[src/rtl/multibyte_add_seq.sv]
// multibyte_add_seq
//   Byte-serial wide add/subtract sequencer. It drives one external 8-bit
//   ripple-carry adder over NBYTES cycles, LSB byte first, and chains the
//   adder's carry-out back into its carry-in through a register. Subtraction
//   is A + ~B + 1 (two's complement). Operands are taken with a valid/ready
//   handshake, and the result is offered with another one.
//
// Parameters
//   NBYTES     operand width in bytes (>= 2); W = 8*NBYTES
//
// Ports
//   clk        clock, all state updates on the rising edge
//   rst_n      asynchronous active-low reset; drops any job in flight
//   in_valid   operand request valid
//   in_ready   sequencer idle and able to accept a request
//   op_a/op_b  W-bit operands, sampled only at the accepting edge
//   op_cin     carry-in for add (ignored when op_sub=1)
//   op_sub     1: A-B, 0: A+B+cin
//   add_a/add_b/add_cin   to the external 8-bit adder (zero outside RUN)
//   add_s/add_cout        from the external adder (must settle in one cycle)
//   out_valid  result valid; sum/cout/ovf held until out_ready
//   out_ready  consumer accepts the result
//   sum        W-bit result
//   cout       final carry-out (for subtract: 1 = no borrow)
//   ovf        signed overflow

module multibyte_add_seq #(
    parameter int NBYTES = 4
) (
    input  logic                  clk,
    input  logic                  rst_n,
    input  logic                  in_valid,
    output logic                  in_ready,
    input  logic [8*NBYTES-1:0]   op_a,
    input  logic [8*NBYTES-1:0]   op_b,
    input  logic                  op_cin,
    input  logic                  op_sub,
    output logic [7:0]            add_a,
    output logic [7:0]            add_b,
    output logic                  add_cin,
    input  logic [7:0]            add_s,
    input  logic                  add_cout,
    output logic                  out_valid,
    input  logic                  out_ready,
    output logic [8*NBYTES-1:0]   sum,
    output logic                  cout,
    output logic                  ovf
);

    localparam int W  = 8 * NBYTES;
    localparam int IW = (NBYTES > 1) ? $clog2(NBYTES) : 1;

    typedef enum logic [1:0] {
        IDLE = 2'd0,
        RUN  = 2'd1,
        DONE = 2'd2
    } state_t;

    state_t                  state;
    logic [NBYTES-1:0][7:0]  a_q;      // latched A
    logic [NBYTES-1:0][7:0]  b_q;      // latched B, already inverted for subtract
    logic [NBYTES-1:0][7:0]  sum_q;
    logic                    carry_q;  // carry chained between byte slices
    logic [IW-1:0]           idx_q;    // byte currently presented to the adder
    logic                    last_byte;
    logic                    accept;

    assign last_byte = (idx_q == IW'(NBYTES - 1));
    assign accept    = in_valid && in_ready;
    assign sum       = sum_q;

    // Adder inputs come straight from registers so the only combinational
    // path per cycle is register -> external adder -> register.
    always_comb begin
        add_a   = '0;
        add_b   = '0;
        add_cin = 1'b0;
        if (state == RUN) begin
            add_a   = a_q[idx_q];
            add_b   = b_q[idx_q];
            add_cin = carry_q;
        end
    end

    always_ff @(posedge clk or negedge rst_n) begin
        if (!rst_n) begin
            state     <= IDLE;
            in_ready  <= 1'b1;
            out_valid <= 1'b0;
            a_q       <= '0;
            b_q       <= '0;
            sum_q     <= '0;
            carry_q   <= 1'b0;
            idx_q     <= '0;
            cout      <= 1'b0;
            ovf       <= 1'b0;
        end else begin
            case (state)
                IDLE: begin
                    if (accept) begin
                        a_q      <= op_a;
                        b_q      <= op_b ^ {W{op_sub}};
                        carry_q  <= op_sub ? 1'b1 : op_cin;
                        sum_q    <= '0;
                        idx_q    <= '0;
                        in_ready <= 1'b0;
                        state    <= RUN;
                    end
                end

                RUN: begin
                    sum_q[idx_q] <= add_s;
                    carry_q      <= add_cout;
                    if (last_byte) begin
                        cout      <= add_cout;
                        // Same-sign operands producing an opposite-sign result.
                        ovf       <= (a_q[NBYTES-1][7] == b_q[NBYTES-1][7]) &&
                                     (add_s[7] != a_q[NBYTES-1][7]);
                        idx_q     <= '0;
                        out_valid <= 1'b1;
                        state     <= DONE;
                    end else begin
                        idx_q <= idx_q + IW'(1);
                    end
                end

                DONE: begin
                    if (out_ready) begin
                        out_valid <= 1'b0;
                        in_ready  <= 1'b1;
                        state     <= IDLE;
                    end
                end

                default: begin
                    out_valid <= 1'b0;
                    in_ready  <= 1'b1;
                    idx_q     <= '0;
                    state     <= IDLE;
                end
            endcase
        end
    end

    // The two handshake sides are never open at the same time.
    always_ff @(posedge clk) begin
        if (rst_n) begin
            assert (!(in_ready && out_valid))
                else $error("in_ready and out_valid both high");
        end
    end

endmodule
[config.mk]
export PLATFORM = sky130hd
export DESIGN_NAME = multibyte_add_seq
export DESIGN_NICKNAME = d
export VERILOG_FILES = /design/src/rtl/multibyte_add_seq.sv
export SDC_FILE = /design/constraint.sdc
export NUM_CORES = 1
export LEC_CHECK = 0
export ABC_AREA = 1
export BUFFER_PORTS_ARGS = -buffer_cell sky130_fd_sc_hd__buf_2
export CORE_MARGIN = 2
export CORE_UTILIZATION = 29
export DETAILED_ROUTE_END_ITERATION = 10
export HOLD_SLACK_MARGIN = 0.15
export SYNTH_ARGS = -nofsm -noshare
export SYNTH_HDL_FRONTEND = slang
export SYNTH_SLANG_ARGS = --single-unit
[constraint.sdc]
create_clock -name clk -period 2 [get_ports clk]
set_input_delay 0.1 -clock clk [delete_from_list [all_inputs] [get_ports clk]]
set_output_delay 0.1 -clock clk [all_outputs]
set_load 0.01 [all_outputs]
==> out/qor.yml, run 1 <==
status: "complete, no violations"
syn_avg_cell_area_um2: 8.20
h-tree-depth: 3
cts_made_buffers: 9
synth_largest_area_cell: "dfrtp_1"
die_w_um: 136
finalCriticalPeriod_ns: 1.84
synth_edf_count: 0
start_kind: "register"
path_buf_inv: 3
ys_top_cells_by_area: "dfrtp_1 51%, nand2_1 12%, o21ai_0 8.4%, nand3_1 6.8%, inv_1 5.8%"
syn_area_um2: 5080
ys_types: 22
synth_flop_cell: "dfrtp_1"
antenna_found_initial: 0
post-route-util_pct: 40.9
hold_class: "primary input to register"
critPathLaunch: "idx_q[0]"
n_antenna_cell: 0
synth_seq_cells: 105
dp_slack_ns: 0.401
port_buffers: 131
yosysWarnings: 0
place_congestion: 0.769
grt.total_usage_pct: 16.1
cp_slowest_stage_delay_ns: 0.43
grt_pass1_wl_um: 23100
routed_via_density: 4.39
worst_pin_slew_ns: 0.594
maxSlewHeadroom_pct: 60.4
drive_gt1_share_pct: 20.3
yosys-top-cells-count: "164 x nand2_1, 104 x dfrtp_1, 85 x o21ai_0"
min-delay-start: "in_valid"
critPathMaxFanout: 32
power.density_nw_per_um2: 1310
drt_iter0_markers: 269
die-area_um2: 18600
cts_setup_buffers: 0
leakage_nw: 3.59
syn2layout_area_growth_pct: 38.7
grt_pass1_vias: 4534
path_clk_slew_ns: 0.07
cp_slowest_cell: "dfrtp_1"
syn_inst: 620
synth_top_area_share_pct: 51.2
clockBufferDepth: 2
start_util_pct: 29.5
final_nets: 901
crit_family: "buffers and inverters"
maxCapViolCount: 0
io_pins: 132
gr-total-overflow: 0
finalHoldViolCount: 0
die_h_um: 136
rows: 48
dr.pass1.iters: 6
finClkSkew_ns: 0.00640
arrival_ns: 1.74
place_hpwl_um: 9920
rsz0062_at_grt: "false"
finalSetupTns_ns: 0
crit_path_end_kind: "primary output"
required_ns: 1.90
via_count: 4596
grt_max_degree: 67
crit_type: "register to primary output"
postRouteAntennaNets: 0
yosysMostFrequentCell: "nand2_1"
cp_cell_sequence: "clkinv_1 > buf_6 > nand2_1 > nand3_1 > a21oi_1 > buf_2"
cts_tree: "yes"
fin_crit_sh_pct: 92.1
synth_nets: 704
setup_viol: 0
clk-insertion-delay-late_ns: 0.36
clock-root-buffer: "clkbuf_16"
clock_sinks: 105
drt-total-wl_um: 14600
ir_drop_uv: 551
ys_seq_area_share_pct: 51.7
wl_per_cell_um: 13.9
clock.fmax_ghz: 0.543
async_flop_share_pct: 100
maxSlewViolCount: 0
fin_ws_ns: 0.158
core-area_um2: 17200
r2r_start: "in_ready"
drc: 0
==> metrics by stage <==
stage	cell area (um^2)	std cells	hold WS (ns)	power, mW
floorplan	5080	620	-0.196	5.94
global placement	5990	955	0.142	7.29
detailed placement	5990	955	0.138	7.35
CTS	7040	1047	0.264	9.31
global route	7050	1047	0.276	9.97
finish	7050	1047	0.267	9.20
==> placed cells by master (no fill, tap or decap) <==
cell type / n
a21oi_1: 16
buf_12: 4
buf_2: 130
buf_4: 12
buf_6: 1
bufinv_16: 1
clkbuf_1: 1
clkbuf_16: 9
clkinv_1: 2
clkinv_2: 2
clkinvlp_4: 1
dfrtp_1: 104
dfstp_2: 1
dlygate4sd3_1: 76
ha_1: 5
inv_1: 78
inv_6: 2
nand2_1: 164
nand2_2: 2
nand3_1: 69
nand3b_1: 1
nor2_1: 11
nor2_4: 2
o21a_1: 1
o21ai_0: 85
o21ai_1: 10
xnor2_1: 32
==> final timing paths <==
kind                             to  slack, ns  cells after the start
max reg2reg                 a_q[14]       0.39                      5
min                        in_ready       0.27                      6
min in group asynchronous   a_q[22]       0.28                      2
max in group asynchronous    sum[8]       0.97                      3
min reg2reg                     ovf       0.48                      2
max                        add_b[1]       0.16                      6
==> report_power, final <==
part	internal (mW)	switching, mW
Sequential	3.09	0.470
Combinational	1.51	2.33
Clock	0.977	0.828
==> worst register-to-register path: stages, from the launching register on <==
cell and delay [ns]:
dfstp_2 0.56, nand2_1 0.16, nor2_4 0.38, buf_12 0.25, nand2_1 0.09, o21ai_0 0.08
==> final cells by class <==
cell class,instances,area (um^2)
Fill cell,1753,10200
Sequential cell,105,2630
Multi-Input combinational cell,398,1950
Timing Repair Buffer,223,1590
Inverter,80,300
Tap cell,225,282
Clock buffer,10,229
Clock inverter,6,65.1
==> logic make-up (layout without fill, tap and decap cells) <==
kind of cell	after synthesis	after routing	share of synthesized area [%]
compound gates	112	112	11.1
xor+xnor	32	32	5.52
fa+ha+maj	5	5	1.23
buf+inv	117	319	10.0
flops	105	105	51.7
simple gates	249	249	20.4
==> timing repair <==
| item | in CTS | in global routing |
|---|---|---|
| setup endpoints to repair | 0 | 11 |
| hold buffers | 76 | 0 |
| endpoints found under the hold margin | 138 | 0 |
| gates resized for setup | 0 | 1 |
==> metal layers <==
| metal | wire length (um) | up-vias | GRT usage (%) |
|---|---|---|---|
| met4 | 148 | 0 | 4.22 |
| met3 | 623 | 12 | 3.50 |
| met5 | 0 | - | 0 |
| li1 | - | 2334 | - |
| met1 | 7210 | 2127 | 22.2 |
| met2 | 6570 | 123 | 25.8 |
==> registers in the layout, summed over array words and instances (netlist names) <==
| register | count |
|---|---|
| a_q | 32 |
| b_q | 32 |
| carry_q | 1 |
| cout | 1 |
| idx_q | 2 |
| in_ready | 1 |
| out_valid | 1 |
| ovf | 1 |
| state | 2 |
| sum | 32 |
Note: power is estimated with default switching activity, not from simulation.
==> run 2, diff against run 1 <==
--- a/config.mk
+++ b/config.mk
@@ -7,8 +7,10 @@
 export LEC_CHECK = 0
 export ABC_AREA = 1
 export BUFFER_PORTS_ARGS = -buffer_cell sky130_fd_sc_hd__buf_2
+export CAP_MARGIN = 10
 export CORE_MARGIN = 2
 export CORE_UTILIZATION = 29
+export CTS_CLUSTER_DIAMETER = 80
 export DETAILED_ROUTE_END_ITERATION = 10
 export HOLD_SLACK_MARGIN = 0.15
 export SYNTH_ARGS = -nofsm -noshare
==> constraint.sdc (replaced) <==
create_clock -name clk -period 2 [get_ports clk]
set_input_delay 0.3 -clock clk [delete_from_list [all_inputs] [get_ports clk]]
set_output_delay 0.3 -clock clk [all_outputs]
set_load 0.01 [all_outputs]
==> run 2 against run 1 <==
  * Worst setup slack lost 0.038 ns
  * Clock power is essentially flat
  * Critical path depth is the same
  * Critical endpoint is now add_a[0]
==> out/qor.yml, run 2 (synthesized netlist as in run 1, its figures left out) <==
status: "complete, no violations"
io_pins: 132  # unchanged
path_clk_slew_ns: 0.07  # about the same
fin_crit_sh_pct: 94.0  # +1.9 points
finalHoldViolCount: 0  # unchanged
core-area_um2: 17200  # unchanged
fin_ws_ns: 0.120  # -0.0381 ns
cts_made_buffers: 9  # unchanged
clock-root-buffer: "clkbuf_16"
maxSlewHeadroom_pct: 59.6  # -0.76 points
min_to: "a_q[14]"
drive_gt1_share_pct: 22.8  # +2.5 points
die-area_um2: 18600  # unchanged
n_antenna_cell: 0  # unchanged
clk-insertion-delay-late_ns: 0.36  # about the same
hold_class: "primary input to register"
setup_viol: 0  # unchanged
hold_slack_ns: 0.158  # -0.109 ns
wl_per_cell_um: 13.7  # -1.6%
rows: 48  # unchanged
dpl_cell_area_um2: 6000  # +0.21%
layout_commonest_cell: "nand2_1"
die_w_um: 136  # unchanged
stdcell_area_um2: 6390  # -9.3%
clock.fmax_ghz: 0.532  # -2.0%
cts_tree: "yes"
met1_usage_pct: 20.2  # -2.0 points
reg2reg_slack_ns: 0.38  # about the same
power_mw: 9.05  # -1.7%
place_hpwl_um: 9460  # -4.7%
critPathMaxFanout: 18  # -44%
dr.pass1.iters: 4  # -2
r2r_start: "in_ready"
finalNonFillerCells: 979  # -6.5%
start_util_pct: 29.5  # unchanged
grt_busiest_layer: "met2"
worst_pin_slew_ns: 0.606  # +0.0114 ns
gr-total-overflow: 0  # unchanged
dp_slack_ns: 0.403  # +0.00144 ns
postRouteAntennaNets: 0  # unchanged
post-route-util_pct: 37.1  # -3.8 points
min-delay-start: "op_a[14]"
grtUsageMet3_pct: 3.80  # +0.30 points
grt_pass1_wl_um: 21100  # -8.5%
finClkSkew_ns: 0.00835  # +0.00196 ns
grt_pass1_vias: 4118  # -9.2%
required_ns: 1.70  # -0.20 ns
layout_common_cells: "164 x nand2_1, 130 x buf_2, 104 x dfrtp_1"
syn2layout_area_growth_pct: 25.8
drt_iter0_markers: 185  # -31%
final_nets: 833  # -7.5%
power.density_nw_per_um2: 1410  # +8.4%
maxCapViolCount: 0  # unchanged
die_h_um: 136  # unchanged
leakage_nw: 3.31  # -7.7%
gr-usage-met2_pct: 23.1  # -2.7 points
ir_drop_uv: 623  # +13%
drc: 0  # unchanged
hold_depth: 3  # -3
via_count: 4289  # -6.7%
port_buffers: 131  # unchanged
drt-total-wl_um: 13400  # -8.0%
rsz0062_at_grt: "false"
grt.total_usage_pct: 14.9  # -1.2 points
routed_via_density: 4.38  # -0.20%
clockBufferDepth: 2  # unchanged
antenna_found_initial: 1  # +1
place_congestion: 0.763  # -0.70%
finalSetupTns_ns: 0  # unchanged
start_kind: "register"
arrival_ns: 1.58  # -0.16 ns
h-tree-depth: 3  # unchanged
crit_path_end_kind: "primary output"
crit_type: "register to primary output"
clock_sinks: 105  # unchanged
maxSlewViolCount: 0  # unchanged
r2r_end: "b_q[25]"
finalCriticalPeriod_ns: 1.88  # +0.0381 ns
dp.cells: 955  # unchanged
grt_max_degree: 67  # unchanged
rr_worst_depth: 5  # unchanged
-- run 2: changes by cell type in the layout (fill, tap and decap cells not counted), moves of 2 or more --
cell           before  now
dlygate4sd3_1      76    8
inv_6               2    4
inv_8               0    2
a21oi_1            16   13
clkinv_2            2    0
a21oi_2             0    3
-- run 2: layer usage --
metal  up-vias  part of all wire (%)
li1       2204                     -
met1      1954                    49
met2       108                    44
met3        21                   5.2
met4         2                   1.7
met5         -                 0.060
-- run 2: layout make-up --
class / count / area [um^2]
Multi-Input combinational cell: 398 / 1970
Inverter: 80 / 300
Fill cell: 1784 / 10800
Clock inverter: 7 / 66.3
Sequential cell: 105 / 2630
Clock buffer: 9 / 225
Tap cell: 225 / 282
Timing Repair Buffer: 155 / 925
-- run 2: where the power goes --
group | internal (mW) | switching (mW)
registers | 3.08 | 0.447
clock network | 0.884 | 0.894
logic | 1.43 | 2.31
-- run 2: repair_timing --
item,4_1_cts,5_1_grt
resized for setup,0,5
setup buffers,0,0
endpoints found under the setup margin,0,4
hold endpoints to repair,44,0
hold buffers,8,0
-- run 2: worst max-delay path by stage --
| stage | to | cells after the start | start | slack, ns |
|---|---|---|---|---|
| 2_1_floorplan | sum[13] | 8 | idx_q[1] | 0.37 |
| 3_3_place_gp | carry_q | 6 | in_ready | 0.42 |
| 3_5_place_dp | sum[19] | 6 | in_ready | 0.40 |
| 4_1_cts | add_a[2] | 5 | idx_q[1] | 0.06 |
| 5_1_grt | add_b[5] | 6 | idx_q[0] | 0.008 |
| 6_report | add_a[0] | 6 | idx_q[0] | 0.12 |
-- run 2: critical path: stages, from the launching register on --
cell      delay [ns]
dfrtp_1         0.38
clkinv_1        0.09
buf_4           0.22
nand2_1         0.08
nand3_1         0.07
a21oi_1         0.21
buf_2           0.17
==> run 3, diff against run 2 <==
--- a/config.mk
+++ b/config.mk
@@ -5,7 +5,7 @@
 export SDC_FILE = /design/constraint.sdc
 export NUM_CORES = 1
 export LEC_CHECK = 0
-export ABC_AREA = 1
+export ABC_CLOCK_PERIOD_IN_PS = 2000
 export BUFFER_PORTS_ARGS = -buffer_cell sky130_fd_sc_hd__buf_2
 export CAP_MARGIN = 10
 export CORE_MARGIN = 2
@@ -13,6 +13,7 @@
 export CTS_CLUSTER_DIAMETER = 80
 export DETAILED_ROUTE_END_ITERATION = 10
 export HOLD_SLACK_MARGIN = 0.15
+export RECOVER_POWER = 100
 export SYNTH_ARGS = -nofsm -noshare
 export SYNTH_HDL_FRONTEND = slang
 export SYNTH_SLANG_ARGS = --single-unit
==> run 3 against run 2 <==
  * The flow now finishes with violations (setup timing)
  * Count of clock-buffer cells in the layout stayed put
  * Maximum frequency fell by 9.7%
  * Synthesized cell count decreased by 27%
  * Area after synthesis is 4.0% lower
  * Clock power is essentially flat
  * Register-to-register slack got worse by 0.36 ns
  * Clock skew is essentially flat
  * First-iteration DRC count up 1.1%
  * Non-clock buffer count is 18 higher
  * Combinational power down 23%
  * Sequential power rose by 4%
==> out/qor.yml, run 3 <==
cts_tree: "yes"
yosys-top-cells-count: "140 x nand2_1, 104 x dfrtp_1, 43 x o21ai_0"
critPathMaxFanout: 5  # -13
port_buffers: 131  # unchanged
maxSlewViolCount: 0  # unchanged
synth_edf_count: 0  # unchanged
hold_class: "primary input to register"
dp.cells: 783  # -18%
fin_crit_sh_pct: 104  # +10 points
start_util_pct: 29.5  # +0.036 points
place_congestion: 0.719  # -5.8%
syn_inst: 455  # -27%
yosysMostFrequentCell: "nand2_1"
finalHoldViolCount: 0  # unchanged
dr.pass1.iters: 4  # unchanged
postRouteAntennaNets: 0  # unchanged
power.density_nw_per_um2: 1290  # -9.0%
cts_made_buffers: 9  # unchanged
p_int_mw: 5.47  # +1.5%
drt-total-wl_um: 12800  # -4.6%
crit_type: "register to primary output"
h-tree-depth: 3  # unchanged
grt_max_degree: 107  # +60%
leakage_nw: 3.08  # -7.1%
maxSlewHeadroom_pct: 11.9  # -48 points
final_nets: 691  # -17%
grt_pass1_wl_um: 20200  # -4.4%
synth.area.mux_share_pct: 8.31  # +8.3 points
die-area_um2: 17900  # -3.9%
finalNonFillerCells: 832  # -15%
cp_cell_sequence: "clkbuf_16 > mux4_2 > and2_4 > buf_6"
synth_fa_ha_area_share_pct: 1.28  # +0.051 points
synth_seq_cells: 105  # unchanged
wl_per_cell_um: 15.4  # +12%
core-area_um2: 16500  # -4.1%
setup_viol: 16  # +16
maxCapViolCount: 0  # unchanged
path_clk_slew_ns: 0.07  # about the same
synth_largest_area_cell: "dfrtp_1"
drc: 0  # unchanged
rsz0062_at_grt: "true"
start_kind: "register"
die_h_um: 134  # -2.0%
yosysWarnings: 0  # unchanged
syn2layout_area_growth_pct: 32.1
required_ns: 1.70  # about the same
clock_sinks: 105  # unchanged
status: "complete, but fails checks"
synth_top_area_share_pct: 53.4  # +2.1 points
synth_top_family_by_area: "simple AND/OR/NAND/NOR gates"
clk-insertion-delay-late_ns: 0.35  # about the same
p_sw_share_pct: 34.0  # -6.3 points
n_antenna_cell: 0  # unchanged
synth_compound_area_share_pct: 9.98  # -1.1 points
grt_pass1_vias: 3923  # -4.7%
ys_types: 33  # +50%
ir_drop_uv: 465  # -25%
syn_area_um2: 4880  # -4.0%
clockBufferDepth: 2  # unchanged
crit_path_end_kind: "primary output"
regArea_um2: 2630  # about the same
fin_ws_ns: -0.0832  # -0.203 ns
clock-root-buffer: "clkbuf_16"
synth_flop_cell: "dfrtp_1"
worst_pin_slew_ns: 1.32  # +0.716 ns
cp_slowest_stage_delay_ns: 0.50  # +0.12 ns
layout_commonest_cell: "nand2_1"
synth_nets: 539  # -23%
synth-simple-area-share_pct: 16.9  # -3.5 points
layout_common_cells: "140 x nand2_1, 102 x dfrtp_1, 81 x buf_2"
p_sw_mw: 2.82  # -23%
clock.fmax_ghz: 0.480  # -9.7%
pwr-share-clk_pct: 21.1  # +1.4 points
drive_gt1_share_pct: 26.6  # +3.8 points
io_pins: 132  # unchanged
finClkSkew_ns: 0.00802  # -0.000335 ns
combPwrFrac_pct: 34.7  # -6.6 points
arrival_ns: 1.78  # +0.20 ns
multiInputGateArea_um2: 2060  # +5.0%
place_hpwl_um: 8350  # -12%
async_flop_share_pct: 100  # unchanged
grt.total_usage_pct: 14.4  # -0.53 points
routed_via_density: 4.63  # +5.6%
rows: 47  # -2.1%
dp_slack_ns: 0.226  # -0.177 ns
drt_iter0_markers: 187  # +1.1%
cp_slowest_cell: "mux4_2"
finalCriticalPeriod_ns: 2.08  # +0.203 ns
ys_top_cells_by_area: "dfrtp_1 53%, nand2_1 11%, xnor2_1 5.7%, mux4_1 4.8%, a22o_1 4.5%"
pwr-share-seq_pct: 44.1  # +5.1 points
antenna_found_initial: 0  # -1
violations: "setup timing"
synth-xor-area-share_pct: 5.75  # +0.23 points
fill_cells: 1635  # -8.4%
hold_slack_ns: 0.169  # +0.0118 ns
gr-total-overflow: 0  # unchanged
via_count: 3850  # -10%
ys_seq_area_share_pct: 53.9  # +2.2 points
syn_avg_cell_area_um2: 10.7  # +31%
die_w_um: 134  # -2.0%
## run 3: final timing paths
path                            end  cells after the start  slack (ns)     start
max                        add_b[7]                      4       -0.08  idx_q[0]
min                          a_q[0]                      3        0.17   op_a[0]
max reg2reg                 sum[16]                      7        0.02  idx_q[0]
min reg2reg                 a_q[16]                      2        0.47   a_q[16]
max in group asynchronous  idx_q[0]                      3        0.18     rst_n
min in group asynchronous   a_q[18]                      3        0.90     rst_n
## run 3: repair_timing
item | CTS | global route
setup endpoints to repair | 16 | 29
pin swaps | 0 | 2
hold buffers | 30 | 0
setup buffers | 2 | 0
resized for setup | 12 | 30
cloned | 1 | 1
hold endpoints to repair | 133 | 0
## run 3: logic make-up (layout without fill, tap and decap cells)
logic type | Yosys count | count (layout)
xor gates and xnor gates | 32 | 32
buffers and inverters | 35 | 192
AOI/OAI and AO/OA | 76 | 76
adders and majority gates | 5 | 5
DFF | 105 | 105
and+or+nand+nor | 185 | 185
muxes | 17 | 17
## run 3: stage by stage
step	area (um^2)	utilization, %	power, mW	setup TNS, ns
6_report	6440	39.0	8.30	-0.706
5_1_grt	6440	39.0	8.96	-5.95
4_1_cts	6470	39.1	8.37	-1.63
3_5_place_dp	5780	35.0	6.35	0
3_3_place_gp	5780	35.0	6.21	0
2_1_floorplan	4880	-	5.32	0
## run 3: area by class of cell
| type | instances | share of cell area, % |
|---|---|---|
| timing repair buffer | 173 | 18.1 |
| clock buffer | 9 | 3.49 |
| inverter | 3 | 0.175 |
| tap | 220 | 4.27 |
| clock inverter | 7 | 1.15 |
| sequential | 105 | 40.8 |
| multi-input combinational | 315 | 32.0 |
## run 3: routing by layer
metal	GRT usage [%]	part of all wire [%]	up-vias
li1	-	-	1823
met1	19.2	45	1896
met5	0	0	-
met2	23.3	49	117
met3	2.93	5.0	14
met4	5.26	1.4	0
## run 3: critical path: cells and delay by family (launching register included)
kind          cells  cell delay, ns
flops             1            0.45
mux               1            0.50
buf+inv           2            0.30
simple gates      1            0.17
## run 3: power by group through the flow
stage	combinational [mW]	sequential, mW	clock, mW
after CTS	2.91	3.63	1.83
after global routing	3.23	3.79	1.94
after floorplan	1.75	3.57	0
after global placement	2.61	3.60	0
after detailed placement	2.71	3.64	0
final	2.88	3.66	1.75
